File: config.mk
export PLATFORM = sky130hd
export DESIGN_NAME = dmem_ctrl
export DESIGN_NICKNAME = d
export VERILOG_FILES = /design/src/rtl/dmem_ctrl.sv
export SDC_FILE = /design/constraint.sdc
export NUM_CORES = 1
export LEC_CHECK = 0
export CAP_MARGIN = 20
export CORE_ASPECT_RATIO = 1.5
export CORE_MARGIN = 1
export CORE_UTILIZATION = 31
export DETAILED_ROUTE_END_ITERATION = 6
export MAX_ROUTING_LAYER = met4
export PLACE_DENSITY = 0.66
export SLEW_MARGIN = 0
export SYNTH_ARGS = -nofsm -noshare
export SYNTH_HDL_FRONTEND = slang
export SYNTH_SLANG_ARGS = --single-unit
File: constraint.sdc
create_clock -name clk -period 3.7 [get_ports clk]
set_input_delay 0.555 -clock clk [delete_from_list [all_inputs] [get_ports clk]]
set_output_delay 0.555 -clock clk [all_outputs]
set_load 0.005 [all_outputs]
File: src/rtl/dmem_ctrl.sv
// M-stage data-memory req/ack controller with misalignment detection; optional hang abort under `DMEM_TIMEOUT_EN`.
// Min latency 3 cycles (IDLE->BUSY->DONE); the pipeline is stalled until the ack or abort, and a new request is never issued from DONE.
module dmem_ctrl #(
    parameter int unsigned TIMEOUT_CYCLES = 16
) (
    input  logic        clk,
    input  logic        n_rst,
    input  logic        MemReadM,
    input  logic        MemWriteM,
    input  logic [2:0]  funct3M,
    input  logic [31:0] ALUResultM,
    input  logic [31:0] BE_WD,
    input  logic [3:0]  byte_enable,
    input  logic        mem_ack,
    input  logic [31:0] mem_rdata,
    output logic        mem_req,
    output logic        mem_we,
    output logic [31:0] mem_addr,
    output logic [31:0] mem_wdata,
    output logic [3:0]  mem_be,
    output logic        stall_mem,
    output logic [31:0] RD,
    output logic        misalign_err
`ifdef DMEM_TIMEOUT_EN
    ,
    output logic        bus_err
`endif
);

    typedef enum logic [1:0] {
        S_IDLE = 2'd0,
        S_BUSY = 2'd1,
        S_DONE = 2'd2
    } state_t;

    if (TIMEOUT_CYCLES < 2 || TIMEOUT_CYCLES > 255) begin : g_bad_timeout
        $error("dmem_ctrl: TIMEOUT_CYCLES out of range 2..255");
    end

    state_t      r_state;
    logic        r_mem_req;
    logic        r_mem_we;
    logic [31:0] r_mem_addr;
    logic [31:0] r_mem_wdata;
    logic [3:0]  r_mem_be;
    logic [31:0] r_rd;

    logic        w_mem_op;
    logic        w_misalign;
    logic        w_access;
    logic        w_ack;
    logic        w_unused_f3;

    assign w_mem_op    = MemReadM | MemWriteM;
    // Only the size bits matter; funct3M[2] (unsigned-load flag) does not affect alignment.
    assign w_misalign  = w_mem_op &
                         (((funct3M[1:0] == 2'b01) & ALUResultM[0]) |
                          ((funct3M[1:0] == 2'b10) & (ALUResultM[1:0] != 2'b00)));
    assign w_access    = w_mem_op & ~w_misalign;
    assign w_ack       = mem_ack & r_mem_req;
    assign w_unused_f3 = funct3M[2];

`ifdef DMEM_TIMEOUT_EN
    logic [7:0]  r_cnt;
    logic        r_bus_err;
    logic [7:0]  w_cnt_inc;
    logic        w_timeout;

    assign w_cnt_inc = r_cnt + 8'd1;
    assign w_timeout = (w_cnt_inc == 8'(TIMEOUT_CYCLES));
    assign bus_err   = r_bus_err;
`endif

    always_ff @(posedge clk) begin
        if (!n_rst) begin
            r_state     <= S_IDLE;
            r_mem_req   <= 1'b0;
            r_mem_we    <= 1'b0;
            r_mem_addr  <= 32'h0;
            r_mem_wdata <= 32'h0;
            r_mem_be    <= 4'h0;
            r_rd        <= 32'h0;
`ifdef DMEM_TIMEOUT_EN
            r_cnt       <= 8'h0;
            r_bus_err   <= 1'b0;
`endif
        end else begin
`ifdef DMEM_TIMEOUT_EN
            r_bus_err <= 1'b0;
`endif
            case (r_state)
                S_IDLE: begin
                    if (w_access) begin
                        r_mem_req   <= 1'b1;
                        r_mem_we    <= MemWriteM;
                        r_mem_addr  <= {ALUResultM[31:2], 2'b00};
                        r_mem_wdata <= BE_WD;
                        r_mem_be    <= MemWriteM ? byte_enable : 4'b1111;
                        r_state     <= S_BUSY;
`ifdef DMEM_TIMEOUT_EN
                        r_cnt       <= 8'h0;
`endif
                    end
                end
                S_BUSY: begin
                    // Request fields stay frozen here; only completion or abort changes them.
                    if (w_ack) begin
                        r_mem_req <= 1'b0;
                        if (!r_mem_we) begin
                            r_rd <= mem_rdata;
                        end
                        r_state <= S_DONE;
                    end
`ifdef DMEM_TIMEOUT_EN
                    else if (w_timeout) begin
                        r_mem_req <= 1'b0;
                        r_bus_err <= 1'b1;
                        if (!r_mem_we) begin
                            r_rd <= 32'h0;
                        end
                        r_state <= S_DONE;
                    end else begin
                        r_cnt <= w_cnt_inc;
                    end
`endif
                end
                S_DONE: begin
                    r_state <= S_IDLE;
                end
                default: begin
                    r_state   <= S_IDLE;
                    r_mem_req <= 1'b0;
                end
            endcase
        end
    end

    // DONE releases the stall so the finished instruction leaves M before the next one is evaluated.
    always_comb begin
        stall_mem = 1'b0;
        case (r_state)
            S_IDLE:  stall_mem = w_access;
            S_BUSY:  stall_mem = 1'b1;
            default: stall_mem = 1'b0;
        endcase
    end

    assign mem_req      = r_mem_req;
    assign mem_we       = r_mem_we;
    assign mem_addr     = r_mem_addr;
    assign mem_wdata    = r_mem_wdata;
    assign mem_be       = r_mem_be;
    assign RD           = r_rd;
    assign misalign_err = w_misalign;

endmodule

=== Yosys cells after proc, flatten, opt, wreduce, memory -nomap -nowiden ===
Cells that the tools add are included.

* Register bits after elaboration: 102
* Input bits: 108
* Output and inout port bits: 104
* Logic and storage cells: 37

* Equality and inequality tests: 6
* Mux-type cells: 8
* Bitwise operators: 10
* Reductions and logical operators: 6

{| class="wikitable"
|+ Operator list
! kind !! number
|-
| $reduce_and A3 Y1 || 2
|-
| $and A1 B1 Y1 || 5
|-
| $eq A2 B1 Y1 const B || 2
|-
| $eq A2 B2 Y1 const B || 2
|-
| $mux W2 || 2
|-
| $mux W4 || 1
|-
| $ne A2 B2 Y1 const B || 2
|-
| $pmux W2 S2 || 1
|-
| $reduce_and A2 Y1 || 2
|-
| $not A1 Y1 || 3
|-
| $pmux W1 S3 || 1
|-
| $logic_not A2 Y1 || 1
|-
| $mux W1 || 2
|-
| $or A1 B1 Y1 || 2
|-
| $pmux W1 S2 || 1
|-
| $reduce_bool A2 Y1 || 1
|}

=== Logic depth before layout (Yosys ltp) ===
* Word-level depth: 8
* Gate-level depth with buffers: 7
* Gate-level depth less buffers: 4

=== Worst setup path after synthesis ===
No wires, ideal clock.

* Kind: input -> register
* Start: in funct3M[1]
* End: reg r_mem_addr[29], in the netlist mem_addr[29]
* Library setup time: 72 ps
* Data arrival time: 1629 ps
* Data required time: 3628 ps
* Setup slack: 1999 ps
* Stages: 7
* Path buffers: 3
* Cells stage by stage: xor2_1 -> a21oi_2 -> and3b_1 -> buf_6 -> buf_8 -> buf_6 -> mux2i_1

* Word-level cells in the longest chain between the ends: 7
* Elaborated cells on any way between the ends: 9
* Classes of those cells: eq/ne (2); bitwise (6); reduce/logical (1)

{| class="wikitable"
|+ Ends and longest elaborated chain
! item !! RTL line !! source
|-
| start: declaration || 10 || <nowiki>input logic [2:0] funct3M,</nowiki>
|-
| $eq A2 B1 Y1 / $eq A2 B2 Y1 (equally long branches) || 57, 58 ||
|-
| $and A1 B1 Y1 (on tied branches) || 57, 58 ||
|-
| $or A1 B1 Y1 (*) || 57 || <nowiki>(((funct3M[1:0] == 2'b01) & ALUResultM[0]) |</nowiki>
|-
| $and A1 B1 Y1 (*) || 56 || <nowiki>assign w_misalign = w_mem_op &</nowiki>
|-
| $not A1 Y1 (*) || 59 || <nowiki>assign w_access = w_mem_op & ~w_misalign;</nowiki>
|-
| $and A1 B1 Y1 (*) || 59 ||
|-
| $reduce_and A2 Y1 (no line) (*) || - ||
|-
| end signal: assignment || 96 || <nowiki>r_mem_addr <= {ALUResultM[31:2], 2'b00};</nowiki>
|-
| end: declaration || 43 || <nowiki>logic [31:0] r_mem_addr;</nowiki>
|}

Every way passes the cells marked *; elsewhere a longest branch is shown, timed or not.
A chain may end at the register's enable or synchronous reset.

=== Worst setup path after layout ===
* Start: in funct3M[0]
* End: out stall_mem

* Word-level cells in the longest chain between the ends: 7
* Elaborated cells on any way between the ends: 9
* Classes of those cells: eq/ne (2); mux (1); bitwise (6)

{| class="wikitable"
|+ Ends and longest elaborated chain
! item !! RTL line !! source
|-
| $eq A2 B1 Y1 / $eq A2 B2 Y1 (equally long branches) || 57, 58 ||
|-
| $and A1 B1 Y1 (on tied branches) || 57, 58 ||
|-
| $or A1 B1 Y1 (*) || 57 ||
|-
| $and A1 B1 Y1 (*) || 56 ||
|-
| $not A1 Y1 (*) || 59 ||
|-
| $and A1 B1 Y1 (*) || 59 ||
|-
| $pmux W1 S2 (*) || 141 || <nowiki>case (r_state)</nowiki>
|-
| end: declaration || 21 || <nowiki>output logic stall_mem,</nowiki>
|}

Marked as above.

==> results.cfg <==
[finish]
antenna_cells = 0
layout_commonest_cell = clkdlybuf4s50_1
multiInputGateArea_sq_mm = 0.00168
syn_to_final_growth_pct = 61.8
final_util_pct = 52.1
final_cells = 794
fin_nets = 744
mostFrequentLayoutCells = clkdlybuf4s50_1 (207), nand2_1 (191), dfxtp_1 (102), mux2i_1 (62), a21oi_1 (33)
fill_cells = 1150
layout-drive-gt1-share_pct = 3.90
ff_latch_area_sq_mm = 0.00204

[worst_setup_path]
r2r_cells = 4
cp_max_fo = 5
reg2reg_slack_ns = 1.86
startpoint = funct3M[0]
crit_required_ns = 3.14
worstSetupPathType = in2out
start_kind = primary input
cp.arrival_ns = 2.12
reg2reg_from = r_state[1]
cp-end-kind = output port
reg2reg_to = mem_wdata[25]

[logic_synthesis]
synth_cell_types = 26
syn_area_sq_mm = 0.00391
synth-async-reset-ratio_pct = 0
synthCells = 448
synth_seq_cells = 102
synth_edf_count = 0
synth_area_leaders = dfxtp_1 (52%), nand2_1 (18%), mux2i_1 (16%)
yosysSeqAreaShare_pct = 52.2
synth_top_area_share_pct = 52.2
ys.flop_type = dfxtp_1
yosys_warnings = 0
synth_largest_area_cell = dfxtp_1
avgSynthCellArea_sq_um = 8.73

[cts]
clock_latency_ns = 0.33
ctsHoldBuffers = 0
htree_levels = 3
cts_resized = 0
root_buffer = clkbuf_16
cts_tree = yes
cts_setup_buffers = 0
clockBufferDepth = 2
path_clk_slew_ns = 0.07
cts_buffers = 9
cts.sinks = 102

[hold_path]
hold_end = RD[24]
min_path_cells = 2
holdCritStartpoint = RD[24]
hp-class = reg2reg

[floorplanning]
coreArea_sq_mm = 0.0121
die_w_um = 93.7
initial_core_util_pct = 32.2
rows = 49
dieArea_sq_mm = 0.0131
io-pin-count = 212
dieHeight_um = 140

[detailed_routing]
firstDrtPassIters = 4
vias = 3574
drt-initial-drc-count = 90
post_drt_wl_per_cell_um = 13.3
detail_route.wirelength_um = 10500
antenna_left = 0
vias_per_cell = 4.50
drc = 0

[sta]
fin_ws_ns = 1.02
finalHoldViolCount = 0
worst_pin_slew_ns = 1.06
max_freq_mhz = 373
finalSetupTns_ns = 0
fin_crit_ns = 2.68
period_share_pct = 72.4
grt_setup_unrepaired = no
slew_violations = 0
maxSlewHeadroom_pct = 29.5
setup_viol = 0
fin_skew_ns = 0.00752

[power_and_ir_drop]
ir_worst_vdd_mv = 0.273
p_leak_nw = 2.41
powerDensity_mw_per_mm2 = 422
power.total_mw = 2.67

[grt]
track_usage_pct = 16.7
grt_max_degree = 88
grt_pass1_vias = 3495
grt_overflow_total = 0
grt_pass1_wl_um = 16800
antenna_found_initial = 0

[place]
dp_hpwl_um = 7630
io_buffers = 208
pre_cts_slack_ns = 0.941
dp_cells = 778
place_congestion = 0.707

[status]
status = complete, no violations

[flow_run]
drv_cap = 0
[area by class of cell]
type	count	area share (%)
repair buffers	211	33.4
flip-flops and latches	102	32.3
multi-input cells	311	26.6
clock buffers	11	3.68
well taps	153	3.02
clock inverters	5	0.949
inverters	1	0.0593
[registers in the layout, summed over array words and instances (netlist names)]
signal	count
mem_be	4
RD	32
mem_we	1
mem_wdata	32
r_state	2
mem_addr	30
mem_req	1
[critical path: stages]
cell and delay, ns:
clkdlybuf4s50_1 0.49, and3b_1 0.19, a21oi_2 0.21, nand3b_1 0.10, nand2_1 0.08, clkdlybuf4s50_1 0.50
[where the power goes]
group	internal, mW	switching (mW)
combinational	0.325	0.196
clock	0.527	0.404
sequential	1.18	0.0424
total	2.03	0.642
[worst max path at each step]
stage | end | cells after the start | slack, ns
finish | stall_mem | 6 | 1.02
global route | stall_mem | 6 | 0.91
CTS | stall_mem | 6 | 1.01
detailed placement | mem_wdata[25] | 6 | 0.94
global placement | mem_wdata[27] | 6 | 1.01
floorplan | mem_addr[29] | 7 | 2.00
[per-stage QoR]
stage               hold WS [ns]  area, sq um
floorplan                  0.451         3920
global placement           0.441         6040
detailed placement         0.446         6040
CTS                        0.456         6330
global route               0.479         6330
finish                     0.453         6330
[cells by family (layout without fill, tap and decap cells)]
logic type | count (synthesis) | after routing | share of synthesized area, %
and+or+nand+nor | 204 | 204 | 20.3
other | 1 | 2 | 0.0958
DFF | 102 | 102 | 52.2
AOI/OAI and AO/OA | 42 | 42 | 6.27
muxes | 62 | 62 | 15.9
buffers and inverters | 36 | 228 | 5.08
xor gates and xnor gates | 1 | 1 | 0.224
[synthesized netlist by cell type, types with 3 or more instances]
master,instances
buf_2,3
clkbuf_1,22
mux2i_1,62
dfxtp_1,102
buf_4,6
nand2_1,191
a21oi_1,33
nor2_1,3
o221a_2,4
[routing by layer]
layer  track usage [%]  wire length (um)  vias up
li1                  -                 -     1820
met1              19.0              4320     1591
met2              27.8              5190      150
met3              4.10               803       13
met4              6.40               214        0
met5                 -                 0        -
Note: power is estimated with default switching activity, not from simulation.
